`config.mk`:
```
export PLATFORM = sky130hd
export DESIGN_NAME = cfg_reg_bank
export DESIGN_NICKNAME = d
export VERILOG_FILES = /design/src/rtl/cfg_reg_bank_pkg.sv /design/src/rtl/cfg_reg_entry.sv /design/src/rtl/cfg_reg_bank.sv
export SDC_FILE = /design/constraint.sdc
export NUM_CORES = 1
export LEC_CHECK = 0
export ABC_AREA = 0
export BUFFER_PORTS_ARGS = -buffer_cell sky130_fd_sc_hd__buf_2
export CORE_UTILIZATION = 25
export DETAILED_ROUTE_END_ITERATION = 8
export GPL_ROUTABILITY_DRIVEN = 0
export PLACE_DENSITY = 0.39
export SLEW_MARGIN = 20
export SYNTH_ARGS = -nofsm -noshare
export SYNTH_HDL_FRONTEND = slang
export SYNTH_HIERARCHICAL = 1
export SYNTH_SLANG_ARGS = --single-unit
export TNS_END_PERCENT = 5
```
`constraint.sdc`:
```
create_clock -name CLK -period 2.4 [get_ports CLK]
set_clock_uncertainty 0.05 [all_clocks]
set_input_delay 0.24 -clock CLK [delete_from_list [all_inputs] [get_ports CLK]]
set_output_delay 0.24 -clock CLK [all_outputs]
set_load 0.01 [all_outputs]
```
`src/rtl/cfg_reg_bank_pkg.sv`:
```
// Shared definitions for the system-control configuration bank.
// - Register map constants for the exported UART / clock-divider entries.
// - Default reset constants for those entries.
// - rv_put: helper for building a packed RESET_VALS vector one entry at a time.
package cfg_reg_bank_pkg;

  localparam int unsigned UART_CFG_ADDR  = 2;
  localparam int unsigned DIV_RATIO_ADDR = 3;

  localparam logic [7:0] UART_CFG_RST  = 8'h81;
  localparam logic [7:0] DIV_RATIO_RST = 8'h20;

  // Upper bound on DEPTH*DATA_WIDTH supported by rv_put; callers slice the result.
  localparam int unsigned RV_MAX_BITS = 1024;

  // Returns vals with entry idx (dw bits wide) replaced by the low dw bits of val.
  function automatic logic [RV_MAX_BITS-1:0] rv_put(
    input logic [RV_MAX_BITS-1:0] vals,
    input int unsigned            idx,
    input int unsigned            dw,
    input logic [63:0]            val
  );
    logic [RV_MAX_BITS-1:0] mask;
    logic [RV_MAX_BITS-1:0] field;
    mask  = ((RV_MAX_BITS'(1) << dw) - RV_MAX_BITS'(1)) << (idx * dw);
    field = (RV_MAX_BITS'(val) << (idx * dw)) & mask;
    return (vals & ~mask) | field;
  endfunction

endpackage

```
`src/rtl/cfg_reg_entry.sv`:
```
// One storage cell of the configuration bank.
// Ports:
//   CLK, RST  clock, asynchronous active-low reset (loads RST_VAL)
//   wr_en     qualified write for this entry (range/collision already resolved)
//   wr_data   write data; clear mask in W1C mode
//   hw_set    per-bit hardware set, only used in W1C mode
//   q         current value
// Modes: plain read/write, read-only (RO=1, writes ignored), or sticky
// write-1-to-clear (W1C=1) where hardware set has priority over the bus clear.
module cfg_reg_entry #(
  parameter int unsigned           DATA_WIDTH = 8,
  parameter logic [DATA_WIDTH-1:0] RST_VAL    = '0,
  parameter bit                    RO         = 1'b0,
  parameter bit                    W1C        = 1'b0
) (
  input  logic                  CLK,
  input  logic                  RST,
  input  logic                  wr_en,
  input  logic [DATA_WIDTH-1:0] wr_data,
  input  logic [DATA_WIDTH-1:0] hw_set,
  output logic [DATA_WIDTH-1:0] q
);

  always_ff @(posedge CLK or negedge RST) begin
    if (!RST) begin
      q <= RST_VAL;
    end else if (W1C) begin
      q <= (wr_en ? (q & ~wr_data) : q) | hw_set;
    end else if (wr_en && !RO) begin
      q <= wr_data;
    end
  end

endmodule

```
`src/rtl/cfg_reg_bank.sv`:
```
// Parametrised configuration/status register bank on the system-control bus.
// Ports:
//   CLK, RST      clock, asynchronous active-low reset
//   WrEn, RdEn    single-cycle write / read requests (both set = collision)
//   Address       entry index
//   WrData        write data (clear mask for the STATUS entry)
//   Status_In     per-bit hardware set of the STATUS entry, sampled every cycle
//   RdData        registered read data, held between reads
//   RdData_Valid  one-cycle pulse with RdData
//   Access_Err    one-cycle pulse: RO/out-of-range write, out-of-range read, collision
//   Cfg_Bus       entries 0..NUM_EXPORT-1, packed
//   Cfg_Changed   one-cycle pulse per exported entry whose value was changed by a write
module cfg_reg_bank
  import cfg_reg_bank_pkg::*;
#(
  parameter int unsigned                  DATA_WIDTH  = 8,
  parameter int unsigned                  ADDR_WIDTH  = 4,
  parameter int unsigned                  DEPTH       = 16,
  parameter int unsigned                  NUM_EXPORT  = 4,
  parameter logic [DEPTH*DATA_WIDTH-1:0]  RESET_VALS  = {{((DEPTH - 4) * DATA_WIDTH){1'b0}},
                                                         DATA_WIDTH'(DIV_RATIO_RST),
                                                         DATA_WIDTH'(UART_CFG_RST),
                                                         {(2 * DATA_WIDTH){1'b0}}},
  parameter logic [DEPTH-1:0]             RO_MASK     = '0,
  parameter int unsigned                  STATUS_ADDR = DEPTH - 1
) (
  input  logic                             CLK,
  input  logic                             RST,
  input  logic                             WrEn,
  input  logic                             RdEn,
  input  logic [ADDR_WIDTH-1:0]            Address,
  input  logic [DATA_WIDTH-1:0]            WrData,
  input  logic [DATA_WIDTH-1:0]            Status_In,
  output logic [DATA_WIDTH-1:0]            RdData,
  output logic                             RdData_Valid,
  output logic                             Access_Err,
  output logic [NUM_EXPORT*DATA_WIDTH-1:0] Cfg_Bus,
  output logic [NUM_EXPORT-1:0]            Cfg_Changed
);

  if (DEPTH > (1 << ADDR_WIDTH) || NUM_EXPORT > DEPTH || STATUS_ADDR >= DEPTH) begin : g_bad_params
    $error("cfg_reg_bank: illegal DEPTH/ADDR_WIDTH/NUM_EXPORT/STATUS_ADDR combination");
  end

  logic                  wr_req;
  logic                  rd_req;
  logic                  collision;
  logic                  in_range;
  logic                  ro_hit;
  logic                  wr_err;
  logic                  rd_err;
  logic [DEPTH-1:0]      sel;
  logic [DEPTH-1:0]      we;
  logic [DATA_WIDTH-1:0] ent_q [DEPTH];
  logic [DATA_WIDTH-1:0] rd_mux;
  logic [NUM_EXPORT-1:0] chg_d;

  assign wr_req    = WrEn & ~RdEn;
  assign rd_req    = RdEn & ~WrEn;
  assign collision = WrEn & RdEn;

  // Range and read-only decode come from the one-hot select rather than
  // indexing with Address, so out-of-range addresses simply select nothing.
  assign in_range = |sel;
  assign ro_hit   = |(sel & RO_MASK);
  assign wr_err   = wr_req & (~in_range | ro_hit);
  assign rd_err   = rd_req & ~in_range;

  for (genvar i = 0; i < DEPTH; i++) begin : g_entry
    localparam bit IS_STATUS = (i == STATUS_ADDR);

    assign sel[i] = (Address == ADDR_WIDTH'(i));
    assign we[i]  = wr_req & sel[i] & ~RO_MASK[i];

    cfg_reg_entry #(
      .DATA_WIDTH (DATA_WIDTH),
      .RST_VAL    (RESET_VALS[i*DATA_WIDTH +: DATA_WIDTH]),
      .RO         (RO_MASK[i]),
      .W1C        (IS_STATUS)
    ) u_entry (
      .CLK     (CLK),
      .RST     (RST),
      .wr_en   (we[i]),
      .wr_data (WrData),
      .hw_set  (IS_STATUS ? Status_In : '0),
      .q       (ent_q[i])
    );
  end

  for (genvar i = 0; i < NUM_EXPORT; i++) begin : g_export
    logic [DATA_WIDTH-1:0] new_val;

    assign Cfg_Bus[i*DATA_WIDTH +: DATA_WIDTH] = ent_q[i];

    if (i == STATUS_ADDR) begin : g_w1c
      assign new_val = (ent_q[i] & ~WrData) | Status_In;
    end else begin : g_plain
      assign new_val = WrData;
    end

    assign chg_d[i] = we[i] & (new_val != ent_q[i]);
  end

  always_comb begin
    rd_mux = '0;
    for (int unsigned i = 0; i < DEPTH; i++) begin
      if (sel[i]) rd_mux = rd_mux | ent_q[i];
    end
  end

  // Out-of-range reads return zero because rd_mux selects nothing.
  always_ff @(posedge CLK or negedge RST) begin
    if (!RST) begin
      RdData       <= '0;
      RdData_Valid <= 1'b0;
      Access_Err   <= 1'b0;
      Cfg_Changed  <= '0;
    end else begin
      RdData_Valid <= rd_req;
      Access_Err   <= collision | wr_err | rd_err;
      Cfg_Changed  <= chg_d;
      if (rd_req) RdData <= rd_mux;
    end
  end

endmodule

```
---- Word level (Yosys, flattened, before mapping) ----
Index checks and enable logic that the tools add are counted.
storage, ports and cells
  register bits after elaboration ......... 142
  input bits .............................. 24
  logic and storage cells ................. 106
cells by class
  eq/ne operators ......................... 19
  mux-type cells .......................... 17
  bitwise gates (word level) .............. 48
  reduce and logical (&&, ||, !) cells .... 2
operator list
  operator                                                         count
  8-bit 2-to-1 mux                                                 17
  8-bit OR                                                         16
  4-bit == test, second input constant                             8
  8-bit inequality test                                            4
  1-bit bitwise AND                                                25
  4-bit by 3-bit == test with 1-bit output, second input constant  4
  16-bit OR reduction                                              1
  8-bit bitwise AND                                                1
  4-bit by 2-bit == test with 1-bit output, second input constant  2
  8-bit NOT                                                        1
  4-bit by 1-bit == test with 1-bit output, second input constant  1
  4-bit zero test                                                  1
  1-bit NOT                                                        3
  1-bit OR                                                         2

---- Logic depth before layout (Yosys ltp) ----
Gate-level depths: netlist (run 1).
  depth in word-level cells ............... 32
  depth in mapped cells ................... 7
  mapped depth without buffers ............ 5

---- Modules after synthesis ----
The synthesis (run 1) kept the hierarchy.
modules (own cells, without submodules)
  module                                   instances  cells an instance  area each (um^2)  sequential area each (um^2)
  cfg_reg_entry at g_entry[0].u_entry ...  13         17                 331.6             200.2
  cfg_reg_bank                             1          238                2015.7            350.3
  cfg_reg_entry at g_entry[2].u_entry      1          17                 334.1             202.7
  cfg_reg_entry at g_entry[3].u_entry      1          17                 332.8             201.4
  cfg_reg_entry at g_entry[15].u_entry     1          25                 297.8             200.2

---- Least setup slack after synthesis (run 1) ----
Ideal clock, no wire load.
  path kind ............................... input to register
  start ................................... input Address[3]
  end ..................................... register g_entry[8].u_entry.q[0]
  library setup time ...................... 125 ps
  arrival time ............................ 1714 ps
  data required time ...................... 2225 ps
  path slack .............................. 511 ps
  stages .................................. 6
  path buffers ............................ 3
  cells stage by stage .................... buf_6 buf_2 or3b_2 nor3_1 buf_6 mux2_4
on the way
  word-level cells in the longest chain between the ends .. 2
RTL lines
  item                    RTL line             RTL
  start: declaration      cfg_reg_bank.sv:31   input logic [ADDR_WIDTH-1:0] Address,
  4-bit == test           cfg_reg_bank.sv:72   assign sel[i] = (Address == ADDR_WIDTH'(i));
  1-bit bitwise AND       cfg_reg_bank.sv:73   assign we[i] = wr_req & sel[i] & ~RO_MASK[i];
  named net we[8]         cfg_reg_bank.sv:53   logic [DEPTH-1:0] we;
  end signal: assignment  cfg_reg_entry.sv:28  q <= (wr_en ? (q & ~wr_data) : q) | hw_set;
  end signal: assignment  cfg_reg_entry.sv:30  q <= wr_data;
  end: declaration        cfg_reg_entry.sv:21  output logic [DATA_WIDTH-1:0] q
The timed path passes the listed nets, and every way through them passes these cells.
A chain may end at the register's enable or synchronous reset.

---- Worst setup path in the final report (run 1) ----
  start ................................... input RdEn
  end ..................................... register g_entry[1].u_entry.q[7]
on the way
  word-level cells in the longest chain between the ends .. 3
RTL lines
  item                    RTL line             RTL
  start: declaration      cfg_reg_bank.sv:30   input logic RdEn,
  1-bit NOT               cfg_reg_bank.sv:58   assign wr_req = WrEn & ~RdEn;
  1-bit bitwise AND       cfg_reg_bank.sv:58
  1-bit bitwise AND       cfg_reg_bank.sv:73
  named net we[1]         cfg_reg_bank.sv:53
  end signal: assignment  cfg_reg_entry.sv:28
  end signal: assignment  cfg_reg_entry.sv:30
  end: declaration        cfg_reg_entry.sv:21
The timed path passes the listed nets, and every way through them passes these cells.

==> out/qor_table.md, run 1 <==
| Metric | Value |
| --- | --- |
| Cell at the slowest stage of the critical path | sky130_fd_sc_hd__or3_1 |
| Data arrival time of the worst path | 2540 ps |
| Proportion of layout cells with a drive suffix above 1 | 0.4274 |
| Number of inserted filler cells in the final layout | 2908 |
| Number of clock sinks | 142 |
| Later-pin clock latency in the skew report | 420 ps |
| CP bufs+invs | 3 |
| Detailed Routing Iterations Pass 1 | 4 |
| Total via count in the routed design | 4583 |
| Maximum resistive drop on vdd | 0.4346 mV |
| Net count, final | 647 |
| Number of diodes added for antenna fixing | 0 |
| Clock tree from TritonCTS | yes |
| Routed wire length on met3 | 660 um |
| Critical path data required time | 2650 ps |
| Type of origin of the critical path | primary input |
| Synthesized netlist net count | 541 |
| Core region area | 28700 um^2 |
| Total GRT Usage | 0.1536 |
| Length of routed met2 wiring | 10050 um |
| Starting Density | 0.2539 |
| Max Cap Violations | 0 |
| Type of the tightest min-delay check | primary input to flip-flop |
| Average footprint of a synthesized cell | 14.09 um^2 |
| Avg WL per Cell | 21.55 um |
| Warnings, synthesis | 6 |
| Number of antenna violations at the first check in global routing | 1 |
| Most common cell after layout, fill and taps aside | sky130_fd_sc_hd__dfrtp_1 |
| Clock H-tree levels | 4 |
| Met1 routed wirelength after detailed routing | 10950 um |
| Mapped Cells | 517 |
| Postcts setup bufs | 0 |
| Port Buffer Count | 69 |
| Tightest Pin Transition | 758.0 ps |
| PD cells | 831.0 nW/um^2 |
| DRC errors left | 0 |
| Routed wire length | 21940 um |
| Deepest clock path buffer count | 2 |
| Count of antenna-violating nets left after detailed routing | 0 |
| Vias in the first global route | 5056 |
| CTS root buffer | sky130_fd_sc_hd__clkbuf_16 |
| Setup violations, final | 0 |
| Final max-slew violation count | 0 |
| RSZ-0062 raised after global routing | false |
| Starting DRT DRC Count | 225 |
| Number of hold-repair buffers added at the cts stage | 11 |
| Count of final hold-check violations | 0 |
| Row Count | 62 |
| Cell area after synthesis | 7287 um^2 |
| Number of gates given a new drive strength after cts | 0 |
| Number of buffers created by CTS | 17 |
| P&R area growth vs syn | 22.24% |
| Horizontal die dimension | 172.7 um |
| Leftover overflow at the end of global routing | 0 |
| Fin cells | 1018 |
| Leakage Power | 4.087 nW |
| Vias per std cell | 4.502 |
| R2R setup slack | 470 ps |
| Time the worst path needs with I/O delays and setup | 2291 ps |
| Status | complete, no violations |
| Global-route wire length before repair | 33980 um |
| Clock input transition at the sequential cells of the worst setup and hold paths | 70 ps |
| Cell count after placement | 977 |
| Setup Crit Path Kind | primary input to flip-flop |
| Worst hold slack | 162.0 ps |
| Die outline height | 172.7 um |
| Fmax | 436.5 MHz |
| Largest net degree at the start of global routing | 66 |
| Crit path cell chain | dlygate4sd3_1 > buf_2 > nand2b_1 > or3_1 > nor2_1 > buf_4 > mux2_4 |
| Commonest cells after routing, fill and taps aside | 139 x sky130_fd_sc_hd__dfrtp_1, 120 x sky130_fd_sc_hd__mux2_4, 68 x sky130_fd_sc_hd__buf_2, 46 x sky130_fd_sc_hd__mux2i_1, 41 x sky130_fd_sc_hd__buf_4 |
| Crit-path max cell delay | 570 ps |
| Critical path capture point type | flip-flop |
| Biggest fanout along the worst timing path | 7 |
| Crit-path leading delay family | simple AND/OR/NAND/NOR gates |
| Ratio of final minimum period to clock period | 0.9546 |
| Die Outline Area | 29830 um^2 |
| DR top layer | met5 |
| I/O pin count | 70 |
| Headroom to the max-slew limit | 0.4900 |
| Final HPWL from detailed placement | 15250 um |
power by group:
part           internal (mW)  total (mW)  switching (mW)
logic                  0.866        1.50           0.633
clock network           1.68        2.73            1.05
registers               2.82        3.17           0.351
total                   5.37        7.40            2.03
per-stage QoR:
step / utilization / power (mW) / setup WS, ps / area, um^2 / TNS, ps
4_1_cts: 0.3103 / 7.500 / 110.1 / 8907 / 0
3_3_place_gp: 0.2857 / 4.703 / -10.26 / 8202 / -10.26
3_5_place_dp: 0.2857 / 4.709 / 35.50 / 8202 / 0
6_report: 0.3103 / 7.402 / 108.9 / 8907 / 0
2_1_floorplan: - / 4.076 / 511.1 / 7287 / 0
5_1_grt: 0.3103 / 7.773 / 20.94 / 8907 / 0
routing by layer:
layer,track usage,vias to the layer above
li1,-,2088
met1,0.2193,2406
met2,0.2366,72
met3,0.03210,15
met4,0.03650,2
met5,0,-
final cells by class:
type / instances / area, um^2 / share of cell area
clock buffers: 20 / 456.7 / 0.05127
repair buffers: 124 / 829.5 / 0.09313
well taps: 384 / 480.5 / 0.05394
multi-input cells: 338 / 3445 / 0.3867
clock inverters: 10 / 138.9 / 0.01559
flip-flops and latches: 142 / 3557 / 0.3994
worst min-delay path, delay by kind of cell:
kind          cells  cell delay [ps]
buf+inv           2              280
simple gates      1               40
worst paths after layout:
kind                                                        to                                 from  depth (start not counted)
setup / recovery           g_entry[1].u_entry/q[7]$_DFFE_PN0P_                                 RdEn                          7
hold / removal                          RdData_Valid$_DFF_PN0_                                 WrEn                          3
setup reg to reg                         RdData[4]$_DFFE_PN0P_  g_entry[3].u_entry/q[4]$_DFFE_PN0P_                          5
hold reg to reg             g_entry[15].u_entry/q[4]$_DFF_PN0_   g_entry[15].u_entry/q[4]$_DFF_PN0_                          1
max in group asynchronous  g_entry[6].u_entry/q[2]$_DFFE_PN0P_                                  RST                          3
min in group asynchronous  g_entry[3].u_entry/q[2]$_DFFE_PN0P_                                  RST                          2
state kept, by name, indices dropped and copies added, names as in the netlist:
| name | flops |
|---|---|
| RdData | 8 |
| g_entry.u_entry/q | 128 |
| Cfg_Changed | 4 |
| Access_Err | 1 |
| RdData_Valid | 1 |
Note: power is estimated with default switching activity, not from simulation.
==> run 2: changes to the inputs <==
--- a/config.mk
+++ b/config.mk
@@ -7,10 +7,12 @@
 export LEC_CHECK = 0
 export ABC_AREA = 0
 export BUFFER_PORTS_ARGS = -buffer_cell sky130_fd_sc_hd__buf_2
-export CORE_UTILIZATION = 25
+export CORE_ASPECT_RATIO = 1.5
+export CORE_UTILIZATION = 51
 export DETAILED_ROUTE_END_ITERATION = 8
 export GPL_ROUTABILITY_DRIVEN = 0
-export PLACE_DENSITY = 0.39
+export GPL_TIMING_DRIVEN = 0
+export PLACE_DENSITY = 0.69
 export SLEW_MARGIN = 20
 export SYNTH_ARGS = -nofsm -noshare
 export SYNTH_HDL_FRONTEND = slang
==> out/qor_table.md, run 2 (synthesis gave the netlist of run 1 again) <==
| Metric | Value | Change |
| --- | --- | --- |
| Max Cap Violations | 0 | unchanged |
| Total GRT Usage | 0.2594 | was 0.1536 |
| Sequential fraction of design power | 0.430 | was 0.429 |
| Vias in the first global route | 4978 | was 5056 |
| P&R area growth vs syn | 18.23% | was 22.24% |
| Clock tree from TritonCTS | yes | unchanged |
| Crit-path max cell delay | 780 ps | was 570 ps |
| Leftover overflow at the end of global routing | 0 | unchanged |
| Routed wire length | 18130 um | was 21940 um |
| Cell count after placement | 779 | was 977 |
| Internal cell power | 5.347 mW | was 5.368 mW |
| Number of antenna violations at the first check in global routing | 0 | was 1 |
| Proportion of layout cells with a drive suffix above 1 | 0.4092 | was 0.4274 |
| Fin cells | 820 | was 1018 |
| Net switching share of the total power | 0.2725 | was 0.2749 |
| Crit path cell chain | buf_2 > buf_2 > buf_4 > mux2i_1 > o22ai_1 > nor4_1 > a31oi_1 | was dlygate4sd3_1 > buf_2 > nand2b_1 > or3_1 > nor2_1 > buf_4 > mux2_4 |
| Later-pin clock latency in the skew report | 410 ps | was 420 ps |
| Setup Crit Path Kind | primary input to flip-flop | unchanged |
| Total via count in the routed design | 4616 | was 4583 |
| RSZ-0062 raised after global routing | false | unchanged |
| Commonest cells after routing, fill and taps aside | 139 x sky130_fd_sc_hd__dfrtp_1, 120 x sky130_fd_sc_hd__mux2_4, 73 x sky130_fd_sc_hd__buf_2, 46 x sky130_fd_sc_hd__mux2i_1, 32 x sky130_fd_sc_hd__xor2_1 | was 139 x sky130_fd_sc_hd__dfrtp_1, 120 x sky130_fd_sc_hd__mux2_4, 68 x sky130_fd_sc_hd__buf_2, 46 x sky130_fd_sc_hd__mux2i_1, 41 x sky130_fd_sc_hd__buf_4 |
| Type of the tightest min-delay check | primary input to flip-flop | unchanged |
| Tot Pwr | 7.350 mW | was 7.402 mW |
| Post-route cell area | 8616 um^2 | was 8907 um^2 |
| Row Count | 53 | was 62 |
| Post-route setup TNS | 0 ps | unchanged |
| Final max-slew violation count | 0 | unchanged |
| Area after detailed placement | 7910 um^2 | was 8202 um^2 |
| Critical path capture point type | flip-flop | unchanged |
| Portion of total power attributed to the clock network | 0.374 | was 0.369 |
| Routed wire length on met3 | 631 um | was 660 um |
| Final HPWL from detailed placement | 12040 um | was 15250 um |
| Global-route wire length before repair | 28300 um | was 33980 um |
| PD cells | 853.1 nW/um^2 | was 831.0 nW/um^2 |
| Leakage Power | 4.023 nW | was 4.087 nW |
| Die outline height | 148.4 um | was 172.7 um |
| Horizontal die dimension | 99.60 um | was 172.7 um |
| Count of antenna-violating nets left after detailed routing | 0 | unchanged |
| Avg WL per Cell | 22.10 um | was 21.55 um |
| Number of diodes added for antenna fixing | 0 | unchanged |
| Critical path data required time | 2610 ps | was 2650 ps |
| Count of final hold-check violations | 0 | unchanged |
| Postcts setup bufs | 0 | unchanged |
| Number of gates given a new drive strength after cts | 0 | unchanged |
| Detailed Routing Iterations Pass 1 | 4 | unchanged |
| Clock input transition at the sequential cells of the worst setup and hold paths | 60 ps | was 70 ps |
| Cell at the slowest stage of the critical path | sky130_fd_sc_hd__nor4_1 | was sky130_fd_sc_hd__or3_1 |
| Tightest Pin Transition | 880.6 ps | was 758.0 ps |
| CTS root buffer | sky130_fd_sc_hd__clkbuf_16 | unchanged |
| Deepest clock path buffer count | 2 | unchanged |
| Vias per std cell | 5.629 | was 4.502 |
| Met1 routed wirelength after detailed routing | 7653 um | was 10950 um |
| Starting Density | 0.5208 | was 0.2539 |
| Core region area | 13990 um^2 | was 28700 um^2 |
| Type of origin of the critical path | primary input | unchanged |
| Maximum resistive drop on vdd | 0.4821 mV | was 0.4346 mV |
| Number of buffers created by CTS | 17 | unchanged |
| Die Outline Area | 14780 um^2 | was 29830 um^2 |
| Most common cell after layout, fill and taps aside | sky130_fd_sc_hd__dfrtp_1 | unchanged |
| Starting DRT DRC Count | 260 | was 225 |
| Net count, final | 639 | was 647 |
| Biggest fanout along the worst timing path | 10 | was 7 |
| Largest net degree at the start of global routing | 89 | was 66 |
| Combinational cell fraction of total power | 0.196 | was 0.203 |
| Psw | 2.003 mW | was 2.035 mW |
| Headroom to the max-slew limit | 0.4075 | was 0.4900 |
| Number of clock sinks | 142 | unchanged |
| Time the worst path needs with I/O delays and setup | 2193 ps | was 2291 ps |
| Register bank with the most flops | g_entry.u_entry/q | unchanged |
| DRC errors left | 0 | unchanged |
| Top flop regs | g_entry.u_entry/q x128, RdData x8, Cfg_Changed x4 | unchanged |
| Port Buffer Count | 69 | unchanged |
| Ratio of final minimum period to clock period | 0.9136 | was 0.9546 |
| Max FFs per register | 128 | unchanged |
| Fmax | 456.1 MHz | was 436.5 MHz |
| Setup violations, final | 0 | unchanged |
| Status | complete, no violations | unchanged |
| Data arrival time of the worst path | 2400 ps | was 2540 ps |
| Length of routed met2 wiring | 9087 um | was 10050 um |
| Post-layout utilization of the core | 0.6158 | was 0.3103 |
| DR top layer | met4 | was met5 |
| R2R setup slack | 490 ps | was 470 ps |
| Clock H-tree levels | 4 | unchanged |
| Cell mode on critical path | sky130_fd_sc_hd__buf_2 |  |
| I/O pin count | 70 | unchanged |
-- run 2: per-layer routing --
metal / vias to the layer above / track usage
met5: - / 0
met4: 0 / 0.1382
met3: 40 / 0.04652
met2: 119 / 0.4382
met1: 2381 / 0.3142
li1: 2076 / -
-- run 2: final timing paths --
check | startpoint | end | cells after the start
worst max-delay path | Address[0] | RdData[0]$_DFFE_PN0P_ | 7
worst min-delay path | RdEn | Access_Err$_DFF_PN0_ | 2
worst max register to register | g_entry[10].u_entry/q[0]$_DFFE_PN0P_ | RdData[0]$_DFFE_PN0P_ | 4
worst min register to register | g_entry[15].u_entry/q[7]$_DFF_PN0_ | g_entry[15].u_entry/q[7]$_DFF_PN0_ | 1
max in group asynchronous | RST | g_entry[13].u_entry/q[1]$_DFFE_PN0P_ | 3
min in group asynchronous | RST | g_entry[4].u_entry/q[0]$_DFFE_PN0P_ | 2
-- run 2: repair_timing --
item | 4_1_cts | 5_1_grt
hold buffers | 9 | 0
hold endpoints to repair | 59 | 0
setup endpoints to repair | 0 | 0
-- run 2: final cells by class --
type | count | area [um^2]
Sequential cell | 142 | 3557
Timing Repair Buffer | 79 | 473.0
Multi-Input combinational cell | 338 | 3433
Buffer | 37 | 296.5
Clock inverter | 13 | 162.7
Tap cell | 192 | 240.2
Clock buffer | 19 | 452.9
Fill cell | 1098 | 5376
-- run 2: power groups by stage --
stage	clock network, mW	registers, mW	logic (mW)
floorplan	0	3.16	0.920
global placement	0	3.16	1.38
detailed placement	0	3.19	1.43
CTS	2.78	3.16	1.45
global route	2.89	3.21	1.54
finish	2.75	3.16	1.44
-- run 2: critical path, delay by kind of cell --
family	cells	cell delay (ps)
AND/OR/NAND/NOR	1	780
multiplexers	1	290
AO/OA/AOI/OAI	2	320
buffers and inverters	3	760
-- run 2: metrics by stage --
stage                     setup WS, ps  hold slack (ps)
final                            207.3            63.87
after global routing             61.91            74.10
after CTS                        251.6            60.09
after detailed placement        -183.7            144.9
after global placement          -831.4            369.0
after floorplan                  511.1           -105.6
